`src/rtl/adder_bist_ctrl.sv`:
```
// Built-in self-test sequencer/checker for a WIDTH-bit adder: sweeps four operand phases,
// compares {Cout,S} against a full-width sum. Optional macro: ADDER_BIST_STOP_ON_FAIL_EN.
module adder_bist_ctrl #(
  parameter int WIDTH    = 32,
  parameter int SPAN     = 500,
  parameter int MID_BASE = 65530,
  parameter int SETTLE   = 4
) (
  input  logic             i_clk,
  input  logic             i_rst_n,
  input  logic             i_start,
  output logic             o_busy,
  output logic             o_done,
  output logic             o_pass,
  output logic [1:0]       o_phase,
  output logic [WIDTH-1:0] o_a,
  output logic [WIDTH-1:0] o_b,
  output logic             o_cin,
  input  logic [WIDTH-1:0] i_s,
  input  logic             i_cout,
  output logic [15:0]      o_err_cnt,
  output logic [WIDTH-1:0] o_fail_a,
  output logic [WIDTH-1:0] o_fail_b,
  output logic             o_fail_cin,
  output logic [WIDTH:0]   o_fail_s,
  output logic [1:0]       o_state
);

  localparam int IW = (SPAN > 1) ? $clog2(SPAN) : 1;
  localparam int CW = (SETTLE > 1) ? $clog2(SETTLE) : 1;
  localparam logic [IW-1:0]    LAST_IDX = IW'(SPAN - 1);
  localparam logic [IW-1:0]    IDX_ONE  = IW'(1);
  localparam logic [CW-1:0]    LAST_CNT = CW'(SETTLE - 1);
  localparam logic [CW-1:0]    CNT_ONE  = CW'(1);
  localparam logic [WIDTH-1:0] ONE      = WIDTH'(1);
  localparam logic [WIDTH-1:0] ONES     = {WIDTH{1'b1}};
  localparam logic [WIDTH-1:0] MID      = WIDTH'(MID_BASE);

  typedef enum logic [1:0] {S_IDLE, S_APPLY, S_CHECK, S_DONE} state_t;

  state_t            r_state;
  state_t            w_next;
  logic [CW-1:0]     r_cnt;
  logic [IW-1:0]     r_a_idx;
  logic [IW-1:0]     r_b_idx;
  logic [1:0]        r_phase;
  logic [WIDTH-1:0]  r_a;
  logic [WIDTH-1:0]  r_b;
  logic              r_cin;
  logic              r_pass;
  logic [15:0]       r_err_cnt;
  logic [WIDTH-1:0]  r_fail_a;
  logic [WIDTH-1:0]  r_fail_b;
  logic              r_fail_cin;
  logic [WIDTH:0]    r_fail_s;

  logic              w_start_ok;
  logic              w_settled;
  logic              w_last;
  logic              w_mismatch;
  logic              w_stop;
  logic              w_end;
  logic [1:0]        w_phase_nx;
  logic [WIDTH:0]    w_exp;
  logic [WIDTH:0]    w_obs;

  function automatic logic [WIDTH-1:0] a_start(input logic [1:0] ph);
    case (ph)
      2'd0:    a_start = MID;
      2'd1:    a_start = '0;
      2'd2:    a_start = ONES;
      default: a_start = ONE;
    endcase
  endfunction

  function automatic logic [WIDTH-1:0] b_start(input logic [1:0] ph);
    case (ph)
      2'd0:    b_start = MID;
      2'd1:    b_start = '0;
      default: b_start = ONES;
    endcase
  endfunction

  // Start is honoured only when no run is in flight.
  assign w_start_ok = i_start && ((r_state == S_IDLE) || (r_state == S_DONE));
  assign w_settled  = (r_state == S_APPLY) && (r_cnt == LAST_CNT);
  assign w_last     = (r_phase == 2'd3) && (r_a_idx == LAST_IDX) &&
                      (r_b_idx == LAST_IDX) && !r_cin;
  assign w_exp      = {1'b0, r_a} + {1'b0, r_b} + {{WIDTH{1'b0}}, r_cin};
  assign w_obs      = {i_cout, i_s};
  assign w_mismatch = (r_state == S_CHECK) && (w_exp != w_obs);
  assign w_phase_nx = r_phase + 2'd1;
`ifdef ADDER_BIST_STOP_ON_FAIL_EN
  assign w_stop     = w_mismatch;
`else
  assign w_stop     = 1'b0;
`endif
  assign w_end      = (r_state == S_CHECK) && (w_last || w_stop);

  always_ff @(posedge i_clk or negedge i_rst_n) begin
    if (!i_rst_n) r_state <= S_IDLE;
    else          r_state <= w_next;
  end

  always_comb begin
    w_next = r_state;
    case (r_state)
      S_IDLE:  if (w_start_ok) w_next = S_APPLY;
      S_APPLY: if (w_settled) w_next = S_CHECK;
      S_CHECK: w_next = w_end ? S_DONE : S_APPLY;
      S_DONE:  if (w_start_ok) w_next = S_APPLY;
      default: w_next = S_IDLE;
    endcase
  end

  always_comb begin
    o_busy  = (r_state == S_APPLY) || (r_state == S_CHECK);
    o_done  = (r_state == S_DONE);
    o_state = r_state;
  end

  always_ff @(posedge i_clk or negedge i_rst_n) begin
    if (!i_rst_n) r_cnt <= '0;
    else if ((r_state == S_APPLY) && !w_settled) r_cnt <= r_cnt + CNT_ONE;
    else r_cnt <= '0;
  end

  always_ff @(posedge i_clk or negedge i_rst_n) begin
    if (!i_rst_n) begin
      r_phase    <= '0;
      r_a_idx    <= '0;
      r_b_idx    <= '0;
      r_a        <= '0;
      r_b        <= '0;
      r_cin      <= 1'b0;
      r_pass     <= 1'b0;
      r_err_cnt  <= '0;
      r_fail_a   <= '0;
      r_fail_b   <= '0;
      r_fail_cin <= 1'b0;
      r_fail_s   <= '0;
    end else if (w_start_ok) begin
      r_phase    <= 2'd0;
      r_a_idx    <= '0;
      r_b_idx    <= '0;
      r_a        <= MID;
      r_b        <= MID;
      r_cin      <= 1'b1;
      r_pass     <= 1'b0;
      r_err_cnt  <= '0;
      r_fail_a   <= '0;
      r_fail_b   <= '0;
      r_fail_cin <= 1'b0;
      r_fail_s   <= '0;
    end else if (r_state == S_CHECK) begin
      if (w_mismatch) begin
        if (r_err_cnt != 16'hFFFF) r_err_cnt <= r_err_cnt + 16'd1;
        if (r_err_cnt == 16'd0) begin
          r_fail_a   <= r_a;
          r_fail_b   <= r_b;
          r_fail_cin <= r_cin;
          r_fail_s   <= w_obs;
        end
      end
      // On the final (or aborting) vector the operands stay put.
      if (w_end) begin
        r_pass <= !w_mismatch && (r_err_cnt == 16'd0);
      end else if (r_cin) begin
        r_cin <= 1'b0;
      end else begin
        r_cin <= 1'b1;
        if (r_b_idx != LAST_IDX) begin
          r_b_idx <= r_b_idx + IDX_ONE;
          r_b     <= (r_phase[1]) ? (r_b - ONE) : (r_b + ONE);
        end else begin
          r_b_idx <= '0;
          if (r_a_idx != LAST_IDX) begin
            r_a_idx <= r_a_idx + IDX_ONE;
            r_a     <= (r_phase == 2'd2) ? (r_a - ONE) : (r_a + ONE);
            r_b     <= b_start(r_phase);
          end else begin
            r_a_idx <= '0;
            r_phase <= w_phase_nx;
            r_a     <= a_start(w_phase_nx);
            r_b     <= b_start(w_phase_nx);
          end
        end
      end
    end
  end

  assign o_pass     = r_pass;
  assign o_phase    = r_phase;
  assign o_a        = r_a;
  assign o_b        = r_b;
  assign o_cin      = r_cin;
  assign o_err_cnt  = r_err_cnt;
  assign o_fail_a   = r_fail_a;
  assign o_fail_b   = r_fail_b;
  assign o_fail_cin = r_fail_cin;
  assign o_fail_s   = r_fail_s;

endmodule
```
`config.mk`:
```
export PLATFORM = sky130hd
export DESIGN_NAME = adder_bist_ctrl
export DESIGN_NICKNAME = d
export VERILOG_FILES = /design/src/rtl/adder_bist_ctrl.sv
export SDC_FILE = /design/constraint.sdc
export NUM_CORES = 1
export LEC_CHECK = 0
export BUFFER_PORTS_ARGS = -buffer_cell sky130_fd_sc_hd__buf_2
export CAP_MARGIN = 15
export CORE_ASPECT_RATIO = 0.9
export CORE_MARGIN = 1
export CORE_UTILIZATION = 50
export CTS_BUF_LIST = sky130_fd_sc_hd__clkbuf_4
export DETAILED_ROUTE_END_ITERATION = 10
export PLACE_DENSITY = 0.75
export SETUP_SLACK_MARGIN = 0.02
export SYNTH_ARGS = -nofsm -noshare
export SYNTH_HDL_FRONTEND = slang
export SYNTH_SLANG_ARGS = --single-unit
```
`constraint.sdc`:
```
create_clock -name i_clk -period 5.1 [get_ports i_clk]
set_input_delay 0 -clock i_clk [delete_from_list [all_inputs] [get_ports i_clk]]
set_output_delay 0 -clock i_clk [all_outputs]
set_load 0.05 [all_outputs]
```
# --- After elaboration in Yosys (flattened, before gate mapping) ---
# Index checks and enable logic that the tools add are counted.
totals:
  wordCells: 144
  reg_bits: 204
  out_inout_bits: 186
  inputBits: 36
classes:
  reduce_logical: 32
  n_mux: 66
  eq_ne: 21
  n_addsub: 11
ops:
  columns: ["op", "n"]
  rows:
  - ["$mux 32", 22]
  - ["$mux 33", 4]
  - ["$pmux 32 s2", 2]
  - ["$mux 9", 11]
  - ["$pmux 32 s3", 1]
  - ["$add 32x1->32 const B", 2]
  - ["$mux 16", 4]
  - ["$sub 32x1->32 const B", 2]
  - ["$add 32x32->33", 1]
  - ["$add 33x1->33", 1]
  - ["$ne 33x33->1", 1]
  - ["$mux 2", 10]
  - ["$add 9x1->9 const B", 2]
  - ["$eq 9x9->1 const B", 2]
  - ["$ne 9x9->1 const B", 2]
  - ["$add 16x1->16 const B", 1]
  - ["$logic_not 16->1", 1]
  - ["$ne 16x16->1 const B", 1]
  - ["$eq 2x2->1 const B", 6]
  - ["$mux 1", 11]
  - ["$reduce_bool 2->1", 5]
  - ["$logic_and 1x1->1", 9]
  - ["$reduce_and 3->1", 3]
  - ["$ne 2x2->1 const B", 4]
  - ["other kinds (11)", 22]

# --- Longest topological paths before layout ---
depth:
  depth_word: 9
  depth_mapped: 17
  depth_no_buf: 14

# --- Worst setup path before layout ---
# OpenSTA, ideal clock, no wires.
synth_path:
  kind: "register -> register"
  startpoint: "register r_phase[1], in the netlist o_phase[1]"
  endpoint: "register r_a[30], in the netlist o_a[30]"
  synth_period_minus_slack_ns: 4.724
  arrival_ns: 4.590
  required_ns: 4.967
  path_slack_ns: 0.376
  path_buffers: 0
  setup_ns: 0.133
  path_stages_with_launch: 14
  cell_sequence: "dfrtp_1 -> ha_1 -> inv_1 -> fa_1 -> nor2b_1 -> o31ai_1 -> a2bb2oi_1 -> a221o_1 -> a41o_1 -> a41oi_1 -> a211o_1 -> o21ai_0 -> xnor2_1 -> o21ai_0"
synth_via:
  elab_chain_len: 9
  elab_cells_between_ends: 20
  classes_between: "1 x add/sub; 5 x eq/ne; 8 x mux; 6 x reduce/logical"
synth_rtl:
  columns: ["item", "line_no", "text"]
  rows:
  - ["from (decl)", "46", "logic [1:0] r_phase;"]
  - ["from (signal assigned)", "183", "r_phase <= w_phase_nx;"]
  - ["$add 2x1->2", "92", "assign w_phase_nx = r_phase + 2'd1;"]
  - ["$eq 2x2->1 (tied with other cells)", "68", "case (ph)"]
  - ["$pmux 32 s3", "68", null]
  - ["$mux 32", "177", "if (r_a_idx != LAST_IDX) begin"]
  - ["$mux 32", "172", "if (r_b_idx != LAST_IDX) begin"]
  - ["$mux 32", "168", "end else if (r_cin) begin"]
  - ["$mux 32", "166", "if (w_end) begin"]
  - ["$mux 32", "155", "end else if (r_state == S_CHECK) begin"]
  - ["$mux 32", "142", "end else if (w_start_ok) begin"]
  - ["to (signal assigned)", "179", "r_a <= (r_phase == 2'd2) ? (r_a - ONE) : (r_a + ONE);"]
  - ["to (signal assigned)", "184", "r_a <= a_start(w_phase_nx);"]
  - ["to (decl)", "47", "logic [WIDTH-1:0] r_a;"]
# Several ways; a longest one is shown, not always the timed one. The select of a mux whose other input is x is not followed.
# A chain may end at the register's enable or synchronous reset.

# --- Worst setup path after layout ---
layout_path:
  startpoint: "register r_a[0], in the netlist o_a[0]"
  endpoint: "register r_fail_s[10], in the netlist o_fail_s[10]"
layout_via:
  elab_chain_len: 6
layout_rtl:
  columns: ["item", "line_no", "text"]
  rows:
  - ["$add 32x32->33", "89", "assign w_exp = {1'b0, r_a} + {1'b0, r_b} + {{WIDTH{1'b0}}, r_cin};"]
  - ["$add 33x1->33", "89", null]
  - ["$ne 33x33->1", "91", "assign w_mismatch = (r_state == S_CHECK) && (w_exp != w_obs);"]
  - ["$logic_and 1x1->1", "91", null]
  - ["$reduce_bool 2->1 (no source line)", null, null]
  - ["$reduce_and 3->1 (no source line)", null, null]
  - ["to (signal assigned)", "162", "r_fail_s <= w_obs;"]
  - ["to (decl)", "55", "logic [WIDTH:0] r_fail_s;"]
# Every way passes these cells.

==> results.md <==
- Run status: completed
- Routed via count: 14200
- Switching pwr: 7220 uW
- Max FO, Critical Path: 51
- Avg Synthesized Cell Area: 8.50 um^2
- Syn_nets: 1880
- CTS tree: yes
- Final number of setup-violating endpoints: 0
- Post-synth ARST share: 1.00
- Total detailed-routing wirelength: 46500 um
- Number of synthesized flops with an enable pin: 0
- Detail Placement HPWL: 34000 um
- Top area cells in the synthesized netlist: dfrtp_1 35%, ha_1 9.2%, nand2_1 8.5%
- Internal portion of total power: 5830 uW
- Critical path startpoint category: flop
- Horizontal die dimension: 183 um
- Number of maximum-capacitance constraint violations: 0
- Number of global-route vias before repair: 13300
- Worst slack, placed: 0.616 ns
- Initial core utilization: 0.509
- Final routed wire length divided by cell count: 19.1 um
- Number of instances in the synthesized netlist: 1732
- Commonest register cell after synthesis: dfrtp_1
- Net Sw Frac: 0.554
- Netlist Area Pre-Place: 14700 um^2
- Floorplan Core Area: 28900 um^2
- Largest clock skew in the final design: 0.0693 ns
- Critical path required time: 5.60 ns
- Num rows: 59
- Number of library cell types mapped by synthesis: 72
- Path type of the worst setup path: reg2reg
- Maximum clock rate: 0.221 GHz
- Number of synthesized register bits: 204
- DRC: 0
- Seq/Total Area, Yosys: 0.347
- Max rail drop VDD: 0.495 mV
- Worst-case headroom to the max-slew limit: 0.276
- Slew of the pin with the lowest slew margin: 1.09 ns
- Final TNS setup: 0 ns
- Length of the first detailed-routing pass in iterations: 5
- Grt total ovfl: 0
- Top-level I/O count: 222
- Most frequently used cell type in the post-synthesis netlist: nand2_1
- Core occupancy in the finished layout: 0.599
- Total global-route track usage: 0.307
- Pin count of the biggest net entering global routing: 112
- Number of buffers created by CTS: 55
- Clock Power Share: 0.111
- Maximum clock path buffer count: 3
- Worst-case setup margin in the final layout: 0.569 ns
- Unrepaired setup endpoints after global routing: false
- DIE AREA: 30100 um^2
- Arrival @ worst endpoint: 5.04 ns
- Antenna violations before repair: 1
- Portion of total power attributed to combinational logic: 0.679
- Class of the tightest hold or removal check: in2reg
- Sort of element at the end of the critical path: flop
- Height of the die: 165 um
- Min cycle time layout: 4.53 ns
- CTS root buffer: clkbuf_4
- Antenna viol nets, final: 0
- Clk sinks: 204
- Final clock period utilization by the worst path: 0.888
- Sequential group share of total power: 0.209
- Top-area cell type share of the netlist area: 0.347
- Final GP Congestion: 1.00
- Layout cell share with drive strength beyond 1: 0.176
- Static leakage power: 0.00842 uW
- Clock-pin slew on the worst setup and hold paths: 0.06 ns
- Endpoints failing hold: 0
- CTS HTree Levels: 2
- Post-synthesis to final-layout area growth: 17.7%
- Most frequent cells after synthesis: 334 x nand2_1, 204 x dfrtp_1, 140 x a21oi_1
- Count of input and output buffers: 221
- Global-route wire length before repair: 72600 um
- Yosys warnings: 0
- Insertion delay to the later sink of the worst-skew pair: 0.73 ns
- Fin. max-slew vios: 0
- DRC marker count from the first detailed-route iteration: 1195
- Average vias per placed instance: 5.84
- Number of nets in the layout: 2149
- Cell type with the largest total area after synthesis: dfrtp_1
- Power per unit of standard cell area: 753 nW/um^2
[logic make-up after synthesis]
logic type,share of synthesized area
AND/OR/NAND/NOR,0.193
AO/OA/AOI/OAI,0.194
flip-flops,0.347
buffers and inverters,0.0331
multiplexers,0.0763
adder cells (fa/ha/maj),0.0972
XOR/XNOR,0.0595
[cell type report]
cell class	count	area, um^2
Timing Repair Buffer	287	1720
Multi-Input combinational cell	1414	9180
Tap cell	396	495
Inverter	39	146
Clock inverter	12	57.6
Clock buffer	82	616
Fill cell	2551	11600
Antenna cell	1	2.50
Sequential cell	204	5100
[through the flow]
stage / hold slack [ns] / std cells / instance area [um^2] / power (uW)
after global routing: 0.103 / 2435 / 17300 / 14000
final: 0.107 / 2435 / 17300 / 13000
after floorplan: -0.296 / 1732 / 14700 / 9320
after detailed placement: 0.108 / 2303 / 16300 / 11400
after CTS: 0.0756 / 2434 / 17300 / 13000
after global placement: 0.107 / 2303 / 16300 / 11300
[what timing repair did]
| action | 4_1_cts | 5_1_grt |
|---|---|---|
| endpoints found under the hold margin | 121 | 0 |
| hold buffers | 37 | 0 |
| buffers inserted | 0 | 0 |
| resized for setup | 0 | 0 |
[metal layers]
| metal | track usage | vias up | routed length, um | share of wire |
|---|---|---|---|---|
| li1 | - | 6790 | - | - |
| met1 | 0.429 | 6718 | 20700 | 0.45 |
| met2 | 0.470 | 590 | 20300 | 0.44 |
| met3 | 0.0536 | 115 | 3760 | 0.081 |
| met4 | 0.128 | 0 | 1730 | 0.037 |
| met5 | 0 | - | 0 | 0 |
[power groups by stage]
stage | Combinational, uW | Sequential [uW] | Clock, uW
3_5_place_dp | 8710 | 2730 | 0
6_report | 8870 | 2730 | 1450
5_1_grt | 9630 | 2780 | 1560
3_3_place_gp | 8580 | 2720 | 0
4_1_cts | 8770 | 2710 | 1480
2_1_floorplan | 5110 | 4210 | 0
[placed cells by master, fill, tap and decap left out, types with 14 or more instances in the layout]
cell type      synthesis  routed
o31ai_1               16      16
nor3_1                26      25
nand3_1               26      26
a21oi_1              140     139
o21a_1                26      26
buf_4                  1      29
a31oi_1               17      16
nand4_1               30      30
a21o_1                33      33
o211ai_1              15      15
xor2_1                42      42
o21bai_1              15      15
nor2_1               128     128
and3_1                19      19
ha_1                 108     108
mux2i_1              110     110
nand2b_1              17      17
dlygate4sd3_1          0      36
xnor2_1               58      58
inv_1                 39      39
o21ai_0               97      97
buf_2                 14     220
clkbuf_4               0      82
nand2_1              334     333
dfrtp_1              204     204
a211oi_1              14      14
[critical path: stages, from the launching register on]
cell	delay [ns]
dfrtp_1	0.44
inv_1	0.14
fa_1	0.48
inv_1	0.10
fa_1	0.45
xor2_1	0.16
nor4_1	0.28
o221ai_1	0.17
a2111oi_0	0.49
and4_1	0.27
o2111ai_1	0.19
nor4_4	0.42
nor3_2	0.08
buf_4	0.37
mux2i_1	0.23
[state kept, by name, summed over array words and instances, names as in the netlist]
name        count
o_state         2
o_a            32
o_err_cnt      16
r_a_idx         9
r_b_idx         9
r_cnt           2
o_fail_b       32
o_fail_a       32
o_phase         2
o_pass          1
o_fail_cin      1
o_cin           1
o_fail_s       33
o_b            32
[path summary, 6_finish.rpt]
path                                                  to  cells past startpoint                from  slack (ns)
worst max-delay path            o_fail_s[10]$_DFFE_PN0P_                     14  o_a[0]$_DFFE_PN0P_        0.57
worst min register to register        r_cnt[0]$_DFF_PN0_                      1  r_cnt[0]$_DFF_PN0_        0.43
min in group asynchronous             o_a[7]$_DFFE_PN0P_                      4             i_rst_n        0.48
max in group asynchronous            o_b[27]$_DFFE_PN0P_                      4             i_rst_n        3.92
worst max register to register  o_fail_s[10]$_DFFE_PN0P_                     14  o_a[0]$_DFFE_PN0P_        0.57
worst min-delay path             o_fail_s[5]$_DFFE_PN0P_                      4              i_s[5]        0.11
Power figures use the tool's default switching activity.
